<file path="config.mk">
export PLATFORM = sky130hd
export DESIGN_NAME = sat_counter
export DESIGN_NICKNAME = d
export VERILOG_FILES = /design/src/rtl/sat_counter.sv
export SDC_FILE = /design/constraint.sdc
export NUM_CORES = 1
export LEC_CHECK = 0
export ABC_CLOCK_PERIOD_IN_PS = 1500
export CAP_MARGIN = 10
export CORE_AREA = 2 2 39 41
export DETAILED_ROUTE_END_ITERATION = 10
export DIE_AREA = 0 0 41 43
export DONT_BUFFER_PORTS = 1
export PLACE_DENSITY_LB_ADDON = 0.05
export SLEW_MARGIN = 20
export SYNTH_ARGS = -nofsm -noshare
export SYNTH_HDL_FRONTEND = slang
export SYNTH_SLANG_ARGS = --single-unit
</file>
<file path="constraint.sdc">
create_clock -name clk -period 1.5 [get_ports clk]
set_clock_uncertainty 0.15 [all_clocks]
set_input_delay 0.3 -clock clk [delete_from_list [all_inputs] [get_ports clk]]
set_output_delay 0.3 -clock clk [all_outputs]
set_load 0.1 [all_outputs]
</file>
<file path="src/rtl/sat_counter.sv">
// Saturating up-counter with synchronous clear.
//   clk, rst : clock, synchronous active-high reset
//   clr      : clear to zero (wins over inc)
//   inc      : increment by one, holds at all-ones
//   q        : count
module sat_counter #(
  parameter int unsigned WIDTH = 6
) (
  input  logic             clk,
  input  logic             rst,
  input  logic             clr,
  input  logic             inc,
  output logic [WIDTH-1:0] q
);

  always_ff @(posedge clk) begin
    if (rst) begin
      q <= '0;
    end else if (clr) begin
      q <= '0;
    end else if (inc && (q != '1)) begin
      q <= q + WIDTH'(1);
    end
  end

endmodule

</file>
Word-level counts from Yosys, hierarchy flattened --
Cells that the tools add are included.
Operators by class: add/sub/neg operators 1, equality and inequality tests 1, reductions and logical operators 2
Operator list (count):
- $add A6 B1 Y6 const B | 1
- $ne A6 B6 Y1 const B | 1
- $reduce_or A2 Y1 | 1
- $logic_and A1 B1 Y1 | 1
Word-level totals: bits in registers 6, input port bits 4, logic and storage cells 5

Logic depth before layout (Yosys ltp) --
Gate-level depths: netlist (run 1).
word-level depth 2, depth in mapped cells 5, mapped depth without buffers 5

Least setup slack after synthesis (run 1) --
No wires, ideal clock.
path kind reg2reg, start register q[0], end register q[5], library setup time 123 ps, arrival time 2108 ps, data required time 1227 ps, path slack -881 ps, cell stages (with the launch flop) 6, buffers on the path 0, path through dfxtp_1 > ha_1 > and3_4 > a31oi_4 > nand4_1 > mux2_1
Between the ends: cells in the longest elaborated chain, start to end 2, elaborated cells between the ends (all ways) 3
RTL lines:
- start, declared | RTL line 13 | output logic [WIDTH-1:0] q
- start signal, assigned | RTL line 22 | q <= q + WIDTH'(1);
- parallel branches: the longest is 2 deep, another holds $add A6 B1 Y6
Parallel ways; which one is timed is not known. A chain may end at the register's enable or synchronous reset.

Worst setup path after layout (run 1) --
start register q[1], end register q[5]
The elaborated chain is that of the path after synthesis.

==> results.json, run 1 <==
{
  "reg2reg_slack_ps": 9,
  "synthCells": 29,
  "wl_per_cell_um": 11.14,
  "viasPerCell": 4.776,
  "grt_max_degree": 8,
  "areaGrowthSynthToFinish_pct": 55.46,
  "r2r_end": "q[5]",
  "ys_seq_area_share_pct": 41.92,
  "grt_pass1_wl_um": 1083,
  "layout_common_cells": "buf_4 (10), nor2_1 (5), dfxtp_4 (4)",
  "largest_reg_flops": 6,
  "swShare_pct": 24.29,
  "reg_top3": "q x6",
  "gp_congestion": 0.6095,
  "cts_tree": "built",
  "grt_pass1_vias": 266,
  "drcViolationCount": 0,
  "p_leak_nw": 0.1855,
  "hp-class": "primary input to register",
  "yosysWarnings": 0,
  "synth.distinct_cells": 16,
  "cp-end-kind": "register",
  "dp_cells": 54,
  "final.min_clock_period_ps": 1491,
  "cts_root_buf": "clkbuf_4",
  "comb_power_share_pct": 11.7,
  "required_ps": 1470,
  "cap_violations": 0,
  "worst_pin_slew_ps": 417.8,
  "outcome": "complete, no violations",
  "finalHoldViolCount": 0,
  "die_height_um": 43,
  "pwr_density_cell_nw_per_um2": 774.7,
  "drt_wl_total_um": 646,
  "cts_inserted_buffers": 3,
  "worstSetupPathType": "register to register",
  "max_freq_ghz": 0.6708,
  "p_int_uw": 261.2,
  "clock_latency_ps": 240,
  "post-dp-hpwl_um": 504.4,
  "via_count": 277,
  "synth_edf_count": 0,
  "worstRegToRegCells": 5,
  "h-tree-depth": 1,
  "synth_flop_cell": "dfxtp_1",
  "clock-sinks": 6,
  "ios": 10,
  "r2r_start": "q[1]",
  "drt-initial-drc-count": 4,
  "start_util_pct": 20.71,
  "relSlewSlack_pct": 72.15,
  "p_clk_share_pct": 42.5,
  "grt_antenna_before_repair": 0,
  "setup_violations": 0,
  "grt_usage_pct": 10.36,
  "rsz0062_at_grt": "yes",
  "final.period_utilization_pct": 99.38,
  "drive_gt1_share_pct": 57.14,
  "nFillCells": 149,
  "ys_async_sr_fraction_pct": 0,
  "largest_register": "q",
  "die_area_sq_um": 1763,
  "slew_violations": 0,
  "die_x_um": 41,
  "synth-seq-cells": 6,
  "layout_commonest_cell": "buf_4",
  "diodes": 0,
  "worstPathMaxFanout": 2,
  "pre_cts_ws_ps": -42.01,
  "layout.cells.non_filler": 58,
  "gr-total-overflow": 0,
  "cts.path.max_buffers": 2,
  "fin_nets": 49,
  "synth_nets": 34,
  "num_rows": 14,
  "path_clk_slew_ps": 50,
  "worstSetupStartpointType": "register",
  "coreArea_sq_um": 1384,
  "min-delay-start": "inc",
  "ant_nets": 0,
  "whs_endpoint": "q[4]",
  "netlist_area_sq_um": 286.5,
  "hold_depth": 2,
  "first_pass_iters": 3,
  "ir_drop_mv": 0.5034,
  "critPathArrivalTime_ps": 1460,
  "numPortBuffers": 0,
  "switching_power_uw": 83.82,
  "fin_ws_ps": 9.227,
  "seqPwrFrac_pct": 45.7,
  "postSynthAreaPerCell_sq_um": 9.880
}
[how the worst max path moves through the flow]
| stage | from | endpoint | slack [ps] |
|---|---|---|---|
| after detailed placement | q[1] | q[5] | -40 |
| final | q[1] | q[5] | 9 |
| after CTS | q[1] | q[5] | 20 |
| after floorplan | q[0] | q[5] | -260 |
| after global placement | q[1] | q[5] | -10 |
| after global routing | q[1] | q[1] | -30 |
[metal layers]
layer	share of wire, %	GRT usage (%)	vias up
met1	37	11.00	131
li1	-	-	134
met2	50	12.81	12
met3	13	9.948	0
met4	0	6.000	0
met5	0	0	-
[area by class of cell]
type                    instances  area [sq um]  share of cell area [%]
multi-input cells              20         171.4                   38.48
flip-flops and latches          6         137.6                   30.90
repair buffers                 11         86.33                   19.38
well taps                      16         20.02                   4.494
clock buffers                   3         22.52                   5.056
inverters                       2         7.507                   1.685
[timing repair]
action,4_1_cts,5_1_grt
gates resized for setup,1,1
buffers inserted,1,0
pin swaps,3,0
hold buffers,0,0
setup endpoints to repair,2,2
[cells in the mapped netlist (2+ instances only)]
library cell,n,area [sq um]
a21oi_1,3,15.01
a311oi_1,2,17.52
dfxtp_1,6,120.1
inv_1,2,7.510
nor2_1,5,18.77
[metrics by stage]
| stage | TNS, ps | util [%] | hold WS, ps | power (mW) | area, sq um |
|---|---|---|---|---|---|
| after floorplan | -416.6 | - | 305.8 | 0.1904 | 316.6 |
| after global placement | -14.43 | 29.48 | 317.4 | 0.2000 | 407.9 |
| after detailed placement | -56.12 | 29.48 | 318.2 | 0.2002 | 407.9 |
| after CTS | 0 | 31.92 | 59.89 | 0.3569 | 441.7 |
| after global routing | -51.83 | 32.19 | 73.60 | 0.3748 | 445.4 |
| final | 0 | 32.19 | 68.39 | 0.3451 | 445.4 |
[worst max-delay path, cell delays in order (launching register included)]
cell and delay, ps:
dfxtp_4 340, ha_4 150, and3_4 150, a31oi_4 140, nand4_1 120, mux2_4 310
[power by group through the flow]
stage          clock, mW  combinational, mW  sequential (mW)
2_1_floorplan          0             0.0149            0.175
3_3_place_gp           0             0.0390            0.161
3_5_place_dp           0             0.0393            0.161
4_1_cts            0.159             0.0403            0.158
5_1_grt            0.173             0.0446            0.158
6_report           0.147             0.0405            0.158
[cell families (layout without fill, tap and decap cells)]
| family | Yosys count | in the layout | synth area share, % |
|---|---|---|---|
| AOI/OAI and AO/OA | 7 | 7 | 22.27 |
| xor gates and xnor gates | 1 | 1 | 3.057 |
| adders and majority gates | 1 | 1 | 4.366 |
| buffers and inverters | 3 | 16 | 3.930 |
| DFF | 6 | 6 | 41.92 |
| muxes | 2 | 2 | 7.423 |
| and+or+nand+nor | 9 | 9 | 17.04 |
Power figures use the tool's default switching activity.
==> run 2: changes to the inputs <==
- PLACE_DENSITY_LB_ADDON: 0.05 -> not set
==> run 2 against run 1 <==
  * Via count down 5.1%
  * First-iteration DRC count is 50% lower
  * Global-route usage decreased by 0.51 points
  * Power up 5.3%
  * Sequential share of layout area is the same
  * Non-clock buffer count stayed put
  * Hold slack improved by 6.6 ps
  * Count of clock-buffer cells in the layout grew 1
  * Die area did not move
  * Wire length down 0.93%
  * Critical path depth did not move
  * Maximum frequency about the same
  * Critical path type unchanged
==> results.json, run 2 (same netlist as run 1, synthesis figures left out) <==
{
  "critPathArrivalTime_ps": 1470,
  "worst-path-buf-inv": 0,
  "gr-total-overflow": 0,
  "p_leak_nw": 0.1854,
  "hp-class": "primary input to register",
  "cts.path.max_buffers": 2,
  "ff_latch_area_sq_um": 137.6,
  "drt-initial-drc-count": 2,
  "switching_power_uw": 92.49,
  "wl_per_cell_um": 10.85,
  "worstPathMaxFanout": 2,
  "gp_congestion": 0.6742,
  "cts_inserted_buffers": 3,
  "timing.hold.ws_ps": 74.97,
  "num_rows": 14,
  "grt_antenna_before_repair": 0,
  "grt_pass1_wl_um": 1062,
  "drive_gt1_share_pct": 55.81,
  "layout_common_cells": "buf_4 (11), nor2_1 (5), dfxtp_4 (4)",
  "worstSetupPathType": "register to register",
  "final.period_utilization_pct": 99.36,
  "rsz0062_at_grt": "yes",
  "critical-path-top-delay-family": "flip-flops",
  "diodes": 0,
  "nFillCells": 156,
  "setup_violations": 0,
  "power_uw": 363.4,
  "drt-met1-wl_um": 276,
  "design_area_sq_um": 445.4,
  "post-dp-hpwl_um": 490.3,
  "multi_input_area_sq_um": 171.4,
  "final_util_pct": 32.19,
  "finalHoldViolCount": 0,
  "pwr_density_cell_nw_per_um2": 815.9,
  "p_clk_share_pct": 45.8,
  "die_area_sq_um": 1763,
  "placed_area_sq_um": 415.4,
  "worst_pin_slew_ps": 403.6,
  "worstSetupStartpointType": "register",
  "crit_chain": "ha_4 > and3_4 > a31oi_4 > nand4_1 > mux2_4",
  "dr_wl_met2_um": 322,
  "post_cts_buffers": 0,
  "path_clk_slew_ps": 50,
  "grt_max_degree": 8,
  "slew_violations": 0,
  "seqPwrFrac_pct": 43.3,
  "ios": 10,
  "fin_nets": 49,
  "critical_path.max_stage_delay_ps": 350,
  "reg_top3": "q x6",
  "routed.top_layer": "met3",
  "clock-sinks": 6,
  "die_height_um": 43,
  "cap_violations": 0,
  "coreArea_sq_um": 1384,
  "layout_commonest_cell": "buf_4",
  "areaGrowthSynthToFinish_pct": 55.46,
  "via_count": 263,
  "viasPerCell": 4.458,
  "swShare_pct": 25.45,
  "cts_root_buf": "clkbuf_4",
  "ctsHoldBuffers": 0,
  "max_freq_ghz": 0.6709,
  "drt_wl_total_um": 640,
  "comb_power_share_pct": 10.8,
  "largest_reg_flops": 6,
  "ir_drop_mv": 0.3961,
  "grt_usage_pct": 9.849,
  "largest_register": "q",
  "outcome": "complete, no violations",
  "drcViolationCount": 0,
  "final.min_clock_period_ps": 1490,
  "cp-end-kind": "register",
  "clock_latency_ps": 250,
  "p_int_uw": 270.9,
  "ant_nets": 0,
  "die_x_um": 41,
  "relSlewSlack_pct": 73.09,
  "grt_pass1_vias": 251,
  "met3_wirelength_um": 41,
  "critical_path.slowest_cell": "dfxtp_4",
  "cts_tree": "built",
  "h-tree-depth": 1,
  "required_ps": 1480,
  "first_pass_iters": 2,
  "numPortBuffers": 0,
  "start_util_pct": 20.71
}
==> run 2: per-stage QoR <==
stage                     TNS, ps  std cells  setup slack [ps]
after global placement     -25.22         55            -25.22
after global routing       -46.35         59            -26.65
after CTS                       0         59             9.910
after floorplan            -416.6         29            -255.7
final                           0         59             9.530
after detailed placement   -35.75         55            -35.75
==> run 2: power by group through the flow <==
stage | clock network, mW | registers (mW) | logic [mW]
finish | 0.166 | 0.158 | 0.0394
global route | 0.191 | 0.157 | 0.0420
CTS | 0.180 | 0.157 | 0.0401
detailed placement | 0 | 0.161 | 0.0397
global placement | 0 | 0.161 | 0.0389
floorplan | 0 | 0.175 | 0.0149
==> run 2: timing repair <==
action	CTS	global route
cloned	0	0
endpoints found under the setup margin	2	2
resized for setup	1	0
pin swaps	3	0
==> run 2: layout make-up <==
cell class | count | share of cell area, %
flip-flops and latches | 6 | 30.90
clock buffers | 4 | 5.899
multi-input cells | 20 | 38.48
well taps | 16 | 4.494
inverters | 2 | 1.685
repair buffers | 11 | 18.54
==> run 2: path summary, 6_finish.rpt <==
check                           from   end  slack (ps)  cells past startpoint
worst max-delay path            q[1]  q[5]          10                      5
worst min-delay path             inc  q[4]          70                      2
worst max register to register  q[1]  q[5]          10                      5
worst min register to register  q[2]  q[2]         320                      1
==> run 2: per-layer routing <==
metal,track usage [%],vias to the layer above
met4,10.00,0
met1,10.97,123
met3,4.712,0
li1,-,135
met5,0,-
met2,12.50,5
